===== src/rtl/mmio_bus_interconnect.sv =====
// mmio_bus_interconnect: single-master, multi-slave MMIO interconnect with request/ack handshake, timeout and error logging
module mmio_bus_interconnect #(
  parameter int NUM_SLAVES = 4,
  parameter int ADDR_W = 32,
  parameter int DATA_W = 32,
  parameter logic [NUM_SLAVES*ADDR_W-1:0] SLAVE_BASE = {32'hFFFF_FFF0, 32'h0000_0800, 32'h0000_0000, 32'h0000_0000},
  parameter logic [NUM_SLAVES*ADDR_W-1:0] SLAVE_LAST = {32'hFFFF_FFFF, 32'h0000_0FFF, 32'h0000_0BFF, 32'h0000_07FF},
  parameter int TIMEOUT_CYCLES = 16
) (
  input  logic                         clk,
  input  logic                         reset,
  input  logic                         m_req,
  input  logic [ADDR_W-1:0]            m_addr,
  input  logic [DATA_W-1:0]            m_wdata,
  input  logic                         m_we,
  input  logic [DATA_W/8-1:0]          m_be,
  output logic                         m_ready,
  output logic [DATA_W-1:0]            m_rdata,
  output logic                         m_err,
  output logic [NUM_SLAVES-1:0]        s_req,
  output logic [ADDR_W-1:0]            s_addr,
  output logic [DATA_W-1:0]            s_wdata,
  output logic                         s_we,
  output logic [DATA_W/8-1:0]          s_be,
  input  logic [NUM_SLAVES-1:0]        s_ack,
  input  logic [NUM_SLAVES*DATA_W-1:0] s_rdata,
  output logic [ADDR_W-1:0]            err_addr,
  output logic [15:0]                  err_count
);
  localparam int SW = NUM_SLAVES > 1 ? $clog2(NUM_SLAVES) : 1;
  typedef enum logic [1:0] {IDLE, BUSY, RESP} state_t;
  state_t state;
  logic [SW-1:0] sel, hit_idx;
  logic hit, sel_ack;
  logic [15:0] cnt, err_next;
  logic [DATA_W-1:0] sel_rdata;
  assign sel_ack = s_ack[sel];
  assign sel_rdata = s_rdata[sel*DATA_W +: DATA_W];
  assign err_next = err_count + {15'd0, ~&err_count};
  always_comb begin
    hit = 1'b0;
    hit_idx = '0;
    for (int k = NUM_SLAVES - 1; k >= 0; k--)
      if (m_addr >= SLAVE_BASE[k*ADDR_W +: ADDR_W] && m_addr <= SLAVE_LAST[k*ADDR_W +: ADDR_W]) begin
        hit = 1'b1;
        hit_idx = SW'(k);
      end
  end
  always_ff @(posedge clk) begin
    if (reset) begin
      state <= IDLE;
      sel <= '0;
      cnt <= '0;
      m_ready <= 1'b0;
      m_rdata <= '0;
      m_err <= 1'b0;
      s_req <= '0;
      s_addr <= '0;
      s_wdata <= '0;
      s_we <= 1'b0;
      s_be <= '0;
      err_addr <= '0;
      err_count <= '0;
    end else begin
      m_ready <= 1'b0;
      case (state)
        IDLE: if (m_req) begin
          s_addr <= m_addr;
          s_wdata <= m_wdata;
          s_we <= m_we;
          s_be <= m_be;
          if (hit) begin
            sel <= hit_idx;
            s_req <= NUM_SLAVES'(1) << hit_idx;
            cnt <= '0;
            state <= BUSY;
          end else begin
            m_err <= 1'b1;
            m_rdata <= '0;
            err_addr <= m_addr;
            err_count <= err_next;
            state <= RESP;
          end
        end
        BUSY: if (sel_ack) begin
          m_rdata <= s_we ? m_rdata : sel_rdata;
          m_err <= 1'b0;
          s_req <= '0;
          state <= RESP;
        end else if (cnt == 16'(TIMEOUT_CYCLES - 1)) begin
          s_req <= '0;
          m_rdata <= '0;
          m_err <= 1'b1;
          err_addr <= s_addr;
          err_count <= err_next;
          state <= RESP;
        end else begin
          cnt <= cnt + 16'd1;
        end
        RESP: begin
          m_ready <= 1'b1;
          state <= IDLE;
        end
        default: state <= IDLE;
      endcase
    end
  end
endmodule


===== config.mk =====
export PLATFORM = sky130hd
export DESIGN_NAME = mmio_bus_interconnect
export DESIGN_NICKNAME = d
export VERILOG_FILES = /design/src/rtl/mmio_bus_interconnect.sv
export SDC_FILE = /design/constraint.sdc
export NUM_CORES = 1
export LEC_CHECK = 0
export ABC_AREA = 1
export CORE_MARGIN = 2
export CORE_UTILIZATION = 40
export DETAILED_ROUTE_END_ITERATION = 7
export HOLD_SLACK_MARGIN = 0.02
export PLACE_DENSITY = 0.85
export SLEW_MARGIN = 10
export SYNTH_ARGS = -nofsm -noshare
export SYNTH_HDL_FRONTEND = slang
export SYNTH_SLANG_ARGS = --single-unit

===== constraint.sdc =====
create_clock -name clk -period 2.1 [get_ports clk]
set_clock_uncertainty 0.05 [all_clocks]
set_input_delay 0.315 -clock clk [delete_from_list [all_inputs] [get_ports clk]]
set_output_delay 0.315 -clock clk [all_outputs]
set_load 0.05 [all_outputs]

Yosys cells after proc, flatten, opt, wreduce, memory -nomap -nowiden
Cells that the tools add are included.

Input port bits: 204. Word-level logic and storage cells: 99. Output and inout port bits: 155. Register bits: 175.

Equality and inequality tests: 11. Add/subtract/negate cells: 2. $lt $le $gt $ge: 8. Shift-type cells: 2. Muxes and demuxes: 47. Reductions and logical operators: 16.

Operators with widths (number): $mux W32 (9); $mux W16 (8); $pmux W32 S2 (2); $shiftx A128 B8 Y32 (1); $le A32 B12 Y1 const B (2); $pmux W16 S2 (2); $ge A32 B1 Y1 const B (1); $ge A32 B12 Y1 const B (1); $ge A32 B32 Y1 const B (1); $le A32 B11 Y1 const B (1); $le A32 B32 Y1 const B (1); $add A16 B1 Y16 (1); $add A16 B1 Y16 const B (1); $eq A16 B4 Y1 const B (1); $mux W2 (8); $mux W4 (4); $reduce_and A16 Y1 (1); $reduce_and A5 Y1 (3); $ne A2 B2 Y1 const B (6); $mux W1 (10); $pmux W4 S2 (1); $reduce_and A4 Y1 (2); $ne A3 B3 Y1 const B (2); $logic_and A1 B1 Y1 (4); 12 further kinds (13).

Logic depth before layout (Yosys ltp)
Depth after elaboration: 10. Depth in mapped cells: 14. Gate-level depth less buffers: 13.

Least setup slack after synthesis
OpenSTA, ideal clock, no wires.

Path type: reg-to-reg. Start point: register err_count[12]. End point: register err_count[14]. Stages on the path, launching flop included: 14. Setup slack: -0.258 ns. Path buffers: 0. Required time: 1.980 ns. Arrival: 2.238 ns. Period minus slack after synthesis: 2.358 ns. Setup time: 0.070 ns. Path through: dfxtp_1 > inv_1 > nor4_1 > nand3_1 > ha_1 > ha_1 > inv_1 > nor2_1 > inv_1 > nor2_1 > nand3_1 > xor2_1 > nand2_1 > a21oi_1.

Word-level cells in the longest chain between the ends: 6. Elaborated cells between the ends (all ways): 8. Those cells by class: add/sub: 1; mux: 5; reduce/logical: 2.

Ends and longest elaborated chain: start: declaration (RTL line 28) `output logic [15:0] err_count`; start signal: assignment (RTL line 81) `err_count <= err_next;`; start signal: assignment (RTL line 95) `err_count <= err_next;`; $reduce_and A16 Y1 (RTL line 39) `assign err_next = err_count + {15'd0, ~&err_count};`; $logic_not A1 Y1 (RTL line 39); $add A16 B1 Y16 * (RTL line 39); $mux W16 (on tied branches) (RTL line 90, 72); $mux W16 (on tied branches) (RTL line 85, 67); $pmux W16 S2 * (RTL line 66) `case (state)`.

Mark *: on every way between the ends. The rest lies on a longest branch, timed or not. The select of a mux whose other input is x is not followed. A chain may end at the register's enable or synchronous reset.

Worst setup path after layout
Start point: register s_addr[15]. End point: output s_addr[15].

RTL lines: start: declaration (RTL line 21) `output logic [ADDR_W-1:0] s_addr,`; start signal: assignment (RTL line 68) `s_addr <= m_addr;`.

No word-level cell between the ends.

==> results.cfg <==
[cts]
clkSinkCount = 175
root_buffer = clkbuf_16
worstSkewPairLatency_ns = 0.43
clock_path_buffers = 2
cts_tree = done
ctsHtreeMaxLevel = 4
clk_pin_slew_ns = 0.07
cts_made_buffers = 17

[run]
drv_cap = 0

[timing]
max_freq_mhz = 487
finalCritPeriodShare = 0.977
drv_slew = 0
slew_headroom = 0.590
tightest_slew_ns = 0.615
setup_viol = 0
setup_tns_ns = 0
min_period_ns = 2.05
hold_violations = 0

[setup_path]
start_kind = flop
setup.worst_path.class = flop to output pin
crit_chain = clkdlybuf4s50_1
cpMaxStageDelayCell = clkdlybuf4s50_1
path_delay_family = buffers and inverters
slowest_delay_ns = 0.85
cp.arrival_ns = 1.69
worstPathMaxFanout = 3
critPathBufInv = 1
crit_required_ns = 1.74
cp-end-kind = output pin

[routing]
final_antenna_net_count = 0
routed_wl_um = 31800
vias_per_cell = 5.30
vias = 10600
drc = 0
drt_iter0_drc = 788
wire_per_inst_um = 15.9
drt_pass1_iterations = 7

[floorplanning]
die_y_um = 154
pin_count = 359
start_util = 0.410
core_area_sq_um = 21900
num_rows = 54
die_area_sq_um = 23600
dieWidth_um = 154

[global_route]
grt_max_degree = 109
grt_pass1_vias = 10200
grt.total_usage = 0.258
grt_pass1_wl_um = 50400
antenna_found_initial = 0
overflow = 0

[synth]
ys_ff_latch = 175
netlist_instances = 1347
synth_cell_types = 32
synth_area_sq_um = 8970
yosys_warnings = 0
avgSynthCellArea_sq_um = 6.66
synth_nets = 1554
ys_seq_area_frac = 0.390

[layout]
multiInputGateArea_sq_um = 4860
drive_gt1_frac = 0.116
fin_cells = 2005
nets = 1919
mostFrequentLayoutCell = clkdlybuf4s50_1
seq_area_sq_um = 3540
layout_common_cells = clkdlybuf4s50_1 (352), nand2_1 (282), nor2_1 (198)
n_fill_cell = 1860
diodes = 0
syn_to_final_growth_pct = 56.0

[place]
hpwl_um = 23300
globalplace.congestion = 0.913
io_buffers = 358
dp_cells = 1968

[outcome]
status = complete, no violations

[power]
p_per_area_nw_per_um2 = 644
leakagePower_nw = 5.46
peakVddDrop_uv = 538

[min_path]
hold_class = input pin to flop
[final timing paths]
kind | slack (ns) | cells past startpoint | end | from
setup / recovery | 0.05 | 1 | s_addr[15] | s_addr[15]$_SDFFE_PP0P_
hold / removal | 0.34 | 3 | cnt[12]$_SDFFE_PP0P_ | reset
setup reg to reg | 0.10 | 13 | err_count[8]$_SDFFE_PP0P_ | err_count[1]$_SDFFE_PP0P_
hold reg to reg | 0.39 | 1 | m_ready$_SDFF_PP0_ | state[0]$_SDFFE_PP0P_
[cell usage after synthesis]
cell type / count / area share
buf_4: 8 / 0.0067
nand2_4: 2 / 0.0025
dfxtp_1: 175 / 0.39
a21boi_0: 1 / 0.00084
nand3_4: 2 / 0.0039
a21oi_1: 91 / 0.051
nand2_1: 284 / 0.12
nand4_1: 7 / 0.0049
nor2_2: 4 / 0.0028
clkbuf_1: 65 / 0.027
nand2_2: 14 / 0.0098
nand3_1: 137 / 0.076
buf_1: 10 / 0.0042
o21ai_0: 126 / 0.070
buf_6: 2 / 0.0025
a21oi_2: 10 / 0.0098
inv_2: 6 / 0.0025
o21ai_1: 16 / 0.0089
xnor2_1: 3 / 0.0029
nor3b_1: 1 / 0.00084
nor2_1: 205 / 0.086
nor3_1: 47 / 0.026
ha_1: 3 / 0.0042
clkinv_4: 1 / 0.00098
nand3_2: 2 / 0.0022
buf_2: 15 / 0.0084
o2111ai_1: 32 / 0.031
clkinv_1: 1 / 0.00042
nor4_1: 2 / 0.0014
xor2_1: 18 / 0.018
inv_1: 56 / 0.023
nand4_2: 1 / 0.0014
[stage by stage]
step / util / area [sq um] / worst slack, ns / hold WS, ns / power [mW]
2_1_floorplan: - / 9000 / 0.00352 / 0.348 / 4.88
3_3_place_gp: 0.607 / 13300 / -0.230 / 0.374 / 5.90
3_5_place_dp: 0.607 / 13300 / -0.323 / 0.381 / 5.94
4_1_cts: 0.633 / 13900 / 0.00108 / 0.330 / 9.04
5_1_grt: 0.640 / 14000 / -0.0536 / 0.360 / 9.37
6_report: 0.640 / 14000 / 0.0479 / 0.345 / 9.01
[layout make-up]
class | count | area share
multi-input cells | 1008 | 0.347
repair buffers | 446 | 0.316
flip-flops and latches | 175 | 0.253
clock buffers | 18 | 0.0314
well taps | 280 | 0.0250
inverters | 64 | 0.0179
clock inverters | 14 | 0.00983
[per-layer routing]
layer	vias to the layer above	part of all wire	routed length, um	GRT usage
met1	4883	0.40	12600	0.302
met4	0	0.032	1020	0.0931
met5	-	0	0	0
li1	5209	-	-	-
met2	470	0.50	15800	0.461
met3	74	0.075	2370	0.0575
[power by group]
group	switching [mW]	internal (mW)	total, mW
sequential	0.108	3.50	3.61
combinational	1.35	0.939	2.29
clock	1.49	1.62	3.11
total	2.96	6.06	9.01
[repair_timing]
action                     in CTS  in global routing
pin swaps                       0                  9
hold buffers                    0                  0
gates cloned                    0                  1
gates resized for setup         2                 29
setup endpoints to repair       2                 90
setup buffers                   0                  4
[cells by family after synthesis]
logic type	Yosys count	synth area share
buffers and inverters	164	0.0763
DFF	175	0.390
adders and majority gates	3	0.00418
and+or+nand+nor	708	0.337
AOI/OAI and AO/OA	276	0.172
xor gates and xnor gates	21	0.0205
[state kept, by name (all words and copies together) (netlist names), 2 cells and up]
signal     count
err_addr      32
m_rdata       32
s_addr        32
s_wdata       32
cnt           16
err_count     16
s_be           4
s_req          4
sel            2
state          2
Note: power is estimated with default switching activity, not from simulation.
